## src/rtl/cpu_sequencer.sv

```systemverilog
// Eight-phase instruction sequencer for the 8-bit RISC core: phase counter,
// halt/run state and the PC, memory, IR, accumulator and address-mux strobes.
module cpu_sequencer (
  input  logic       clk,
  input  logic       reset,
  input  logic [2:0] opcode,
  input  logic       zero,
  input  logic       run,
  output logic [2:0] phase,
  output logic       sel,
  output logic       rd,
  output logic       ld_ir,
  output logic       inc_pc,
  output logic       ld_pc,
  output logic       halt,
  output logic       data_e,
  output logic       ld_ac,
  output logic       wr
);

  localparam logic [2:0] OP_HLT = 3'd0;
  localparam logic [2:0] OP_SKZ = 3'd1;
  localparam logic [2:0] OP_ADD = 3'd2;
  localparam logic [2:0] OP_AND = 3'd3;
  localparam logic [2:0] OP_XOR = 3'd4;
  localparam logic [2:0] OP_LDA = 3'd5;
  localparam logic [2:0] OP_STO = 3'd6;
  localparam logic [2:0] OP_JMP = 3'd7;

  typedef enum logic [2:0] {
    PH_INST_ADDR  = 3'd0,
    PH_INST_FETCH = 3'd1,
    PH_INST_LOAD  = 3'd2,
    PH_IDLE       = 3'd3,
    PH_OP_ADDR    = 3'd4,
    PH_OP_FETCH   = 3'd5,
    PH_ALU_OP     = 3'd6,
    PH_STORE      = 3'd7
  } phase_t;

  phase_t phase_q, phase_d;
  logic   halted_q, halted_d;
  logic   zero_q, zero_d;

  logic aluop;
  logic is_skz;
  logic is_jmp;
  logic is_sto;

  assign aluop  = (opcode == OP_ADD) || (opcode == OP_AND) ||
                  (opcode == OP_XOR) || (opcode == OP_LDA);
  assign is_skz = (opcode == OP_SKZ);
  assign is_jmp = (opcode == OP_JMP);
  assign is_sto = (opcode == OP_STO);

  always_ff @(posedge clk or posedge reset) begin
    if (reset) begin
      phase_q  <= PH_INST_ADDR;
      halted_q <= 1'b0;
      zero_q   <= 1'b0;
    end else begin
      phase_q  <= phase_d;
      halted_q <= halted_d;
      zero_q   <= zero_d;
    end
  end

  always_comb begin
    phase_d  = phase_q;
    halted_d = halted_q;
    zero_d   = zero_q;
    if (halted_q) begin
      if (run) begin
        halted_d = 1'b0;
        phase_d  = PH_INST_ADDR;
      end
    end else begin
      phase_d = phase_t'(phase_q + 3'd1);
      if (phase_q == PH_IDLE) begin
        zero_d = zero;
      end
      // HLT freezes the counter at OP_FETCH, which is where the increment lands anyway.
      if ((phase_q == PH_OP_ADDR) && (opcode == OP_HLT)) begin
        halted_d = 1'b1;
      end
    end
  end

  always_comb begin
    sel    = 1'b0;
    rd     = 1'b0;
    ld_ir  = 1'b0;
    inc_pc = 1'b0;
    ld_pc  = 1'b0;
    halt   = 1'b0;
    data_e = 1'b0;
    ld_ac  = 1'b0;
    wr     = 1'b0;
    if (!reset) begin
      if (halted_q) begin
        halt = 1'b1;
      end else begin
        case (phase_q)
          PH_INST_ADDR: begin
            sel = 1'b1;
          end
          PH_INST_FETCH: begin
            sel = 1'b1;
            rd  = 1'b1;
          end
          PH_INST_LOAD, PH_IDLE: begin
            sel   = 1'b1;
            rd    = 1'b1;
            ld_ir = 1'b1;
          end
          PH_OP_ADDR: begin
            inc_pc = 1'b1;
          end
          PH_OP_FETCH: begin
            rd = aluop;
          end
          PH_ALU_OP: begin
            rd     = aluop;
            inc_pc = is_skz && zero_q;
            ld_pc  = is_jmp;
            data_e = is_sto;
          end
          PH_STORE: begin
            rd     = aluop;
            ld_ac  = aluop;
            ld_pc  = is_jmp;
            data_e = is_sto;
            wr     = is_sto;
          end
          default: begin
            sel = 1'b0;
          end
        endcase
      end
    end
  end

  assign phase = phase_q;

endmodule

```

## config.mk

```make
export PLATFORM = sky130hd
export DESIGN_NAME = cpu_sequencer
export DESIGN_NICKNAME = d
export VERILOG_FILES = /design/src/rtl/cpu_sequencer.sv
export SDC_FILE = /design/constraint.sdc
export NUM_CORES = 1
export LEC_CHECK = 0
export CAP_MARGIN = 25
export CORE_AREA = 4 4 41 43
export CTS_CLUSTER_SIZE = 40
export DETAILED_ROUTE_END_ITERATION = 6
export DIE_AREA = 0 0 45 47
export GPL_ROUTABILITY_DRIVEN = 0
export PLACE_DENSITY = 0.67
export REMOVE_ABC_BUFFERS = 1
export SYNTH_ARGS = -nofsm -noshare
export SYNTH_HDL_FRONTEND = slang
export SYNTH_SLANG_ARGS = --single-unit
```

## constraint.sdc

```tcl
create_clock -name clk -period 2.1 [get_ports clk]
set_clock_uncertainty 0.05 [all_clocks]
set_input_delay 0.525 -clock clk [delete_from_list [all_inputs] [get_ports clk]]
set_output_delay 0.525 -clock clk [all_outputs]
set_load 0.02 [all_outputs]
```

==> results.ini <==
[layout]
layout_commonest_cell = buf_4
layout.cells.non_filler = 103
final_net_count = 102
antennaDiodeCount = 0
mostFrequentLayoutCells = buf_4 (21), dfrtp_1 (5), buf_2 (5)
n_fill_cell = 120
drive_above_1_share_pct = 56.8
final_area_um2 = 856
area_growth_pct = 105

[status]
violations = setup timing
status = complete, but fails checks

[setup_path]
path_class = register to output pin
rr_worst_depth = 6
worstSetupStartpointType = register
rrSetupSlack_ns = 0.64
cp_max_fo = 4
crit_arrival_ns = 1.53
critPathSlowestCell = dfrtp_1
reg2reg_to = zero_q$_DFFE_PP0P_
end_kind = output pin
reg2reg_from = phase[2]$_DFFE_PP0P_
critPathMaxStageDelay_ns = 0.43
crit_chain = ha_1 -> ha_4 -> o211ai_1 -> nand2_1 -> buf_6
crit_required_ns = 1.52

[global_route]
grtUsageTotal_pct = 15.6
grt_pass1_vias = 558
overflow = 0
antenna_found_initial = 0
grt_max_degree = 7
grt_pass1_wl_mm = 2.30

[timing]
fin_crit_ns = 2.11
worst_slew_pin_slew_ns = 0.235
period_share_pct = 100
setup_viol = 1
finalHoldViolations = 0
timing.slew.headroom_pct = 84.3
rsz0062_at_grt = yes
max_freq_ghz = 0.474
slew_viol_final = 0
worst_slack_ns = -0.00846

[power_and_ir_drop]
finalPower_mw = 1.10
p_per_area_nw_per_um2 = 1290
ir_drop_mv = 0.879
p_leak_nw = 0.405

[synth]
ys_ff_latch = 5
synth_top_area_share_pct = 29.9
netlist_instances = 47
synth_area_leaders = dfrtp_1 (30%), ha_1 (18%), inv_1 (4.5%)
yosys.area.top_type = dfrtp_1
syn_avg_cell_area_um2 = 8.89
ys_types = 23
ys.warnings.count = 0
ys_seq_area_share_pct = 29.9
netlist_area_um2 = 418

[floorplanning]
coreArea_um2 = 1300
rows = 13
die_h_um = 47
fp.dieArea_um2 = 2120
initial_core_util_pct = 32.1
die_x_um = 45
boundaryPins = 19

[route]
wl_per_cell_um = 14.2
wl_mm = 1.46
route.detailed.drc = 0
dr.pass1.iters = 4
drt-initial-drc-count = 8
ant_nets = 0
vias = 524
viasPerCell = 5.09

[clock_tree]
cts_buffers = 3
cts_tree = yes
clock_latency_ns = 0.24
hold_buffers = 0
cts.sinks = 5
cts_root_buf = clkbuf_4
clock_path_buffers = 2
clkTransAtPathRegs_ns = 0.04
cts.htree.levels = 1

[placement]
dpl.hpwl_um = 982
port_buffers = 18
dpl-instance-area_um2 = 729
dp.cells = 95

[flow_run]
max-cap-violations = 0

[worst_hold_path]
hp-class = primary input to async pin

==> critical path: cells and delay by family (launching register included) <==
| family | cells | cell delay (ns) |
|---|---|---|
| adders and majority gates | 2 | 0.46 |
| DFF | 1 | 0.43 |
| AOI/OAI and AO/OA | 1 | 0.18 |
| buffers and inverters | 1 | 0.14 |
| and+or+nand+nor | 1 | 0.09 |
==> area by class of cell <==
cell class                 count  area, um2  share of cell area, %
multi-input combinational     36        360                   42.1
timing repair buffer          38        307                   35.8
sequential                     5        125                   14.6
clock buffer                   4       26.3                   3.07
inverter                       5       18.8                   2.19
tap                           15       18.8                   2.19
==> worst max path at each step <==
stage          slack (ns)                  from     end  cells after the start
2_1_floorplan       -0.01  phase[0]$_DFFE_PP0P_   ld_pc                      4
3_3_place_gp        -0.72             opcode[2]  inc_pc                      5
3_5_place_dp        -0.72             opcode[2]  inc_pc                      5
4_1_cts             -0.05  phase[0]$_DFFE_PP0P_  inc_pc                      6
5_1_grt             -0.09  phase[0]$_DFFE_PP0P_  inc_pc                      5
6_report           -0.008  phase[0]$_DFFE_PP0P_      rd                      5
==> power by group <==
part	internal (mW)	switching [mW]	total, mW
Combinational	0.429	0.368	0.797
Sequential	0.140	0.0554	0.196
Clock	0.0716	0.0360	0.108
==> per-stage QoR <==
step	worst slack, ns	utilization (%)	setup TNS (ns)	hold WS (ns)
after floorplan	-0.0129	-	-0.0129	0.254
after global placement	-0.724	56.1	-4.77	0.544
after detailed placement	-0.721	56.1	-4.88	0.557
after CTS	-0.0498	62.8	-0.0498	0.448
after global routing	-0.0865	65.8	-0.320	0.479
final	-0.00846	65.8	-0.00846	0.487
==> logic make-up after synthesis <==
logic type / share of synthesized area, %
and+or+nand+nor: 24.5
AOI/OAI and AO/OA: 19.2
adders and majority gates: 18.0
DFF: 29.9
buffers and inverters: 6.29
xor gates and xnor gates: 2.10
==> per-layer routing <==
layer  share of wire [%]  track usage (%)
met1                  39             15.8
met2                  53             26.3
met3                 5.1             2.30
met4                 3.1             17.0
met5                   0                0
==> synth_stat cells (all sizes together) <==
| cell type | count |
|---|---|
| nor2 | 3 |
| or3 | 1 |
| ha | 6 |
| o2bb2ai | 1 |
| nand3 | 2 |
| o21ai | 3 |
| a31o | 1 |
| o211ai | 1 |
| a21boi | 1 |
| a21oi | 2 |
| a41oi | 1 |
| o21a | 1 |
| nand2 | 3 |
| buf | 1 |
| nor4b | 1 |
| xor2 | 1 |
| dfrtp | 5 |
| nor3 | 3 |
| o22ai | 1 |
| nor3b | 3 |
| and3 | 1 |
| inv | 5 |
==> sequential cells by signal (all words and copies together), names as in the netlist <==
register,count
halted_q,1
phase,3
zero_q,1
==> timing repair <==
item	CTS	global route
buffers inserted	3	1
resized for setup	68	6
setup endpoints to repair	9	6
pin swaps	8	3
(Power assumes the default switching activity.)
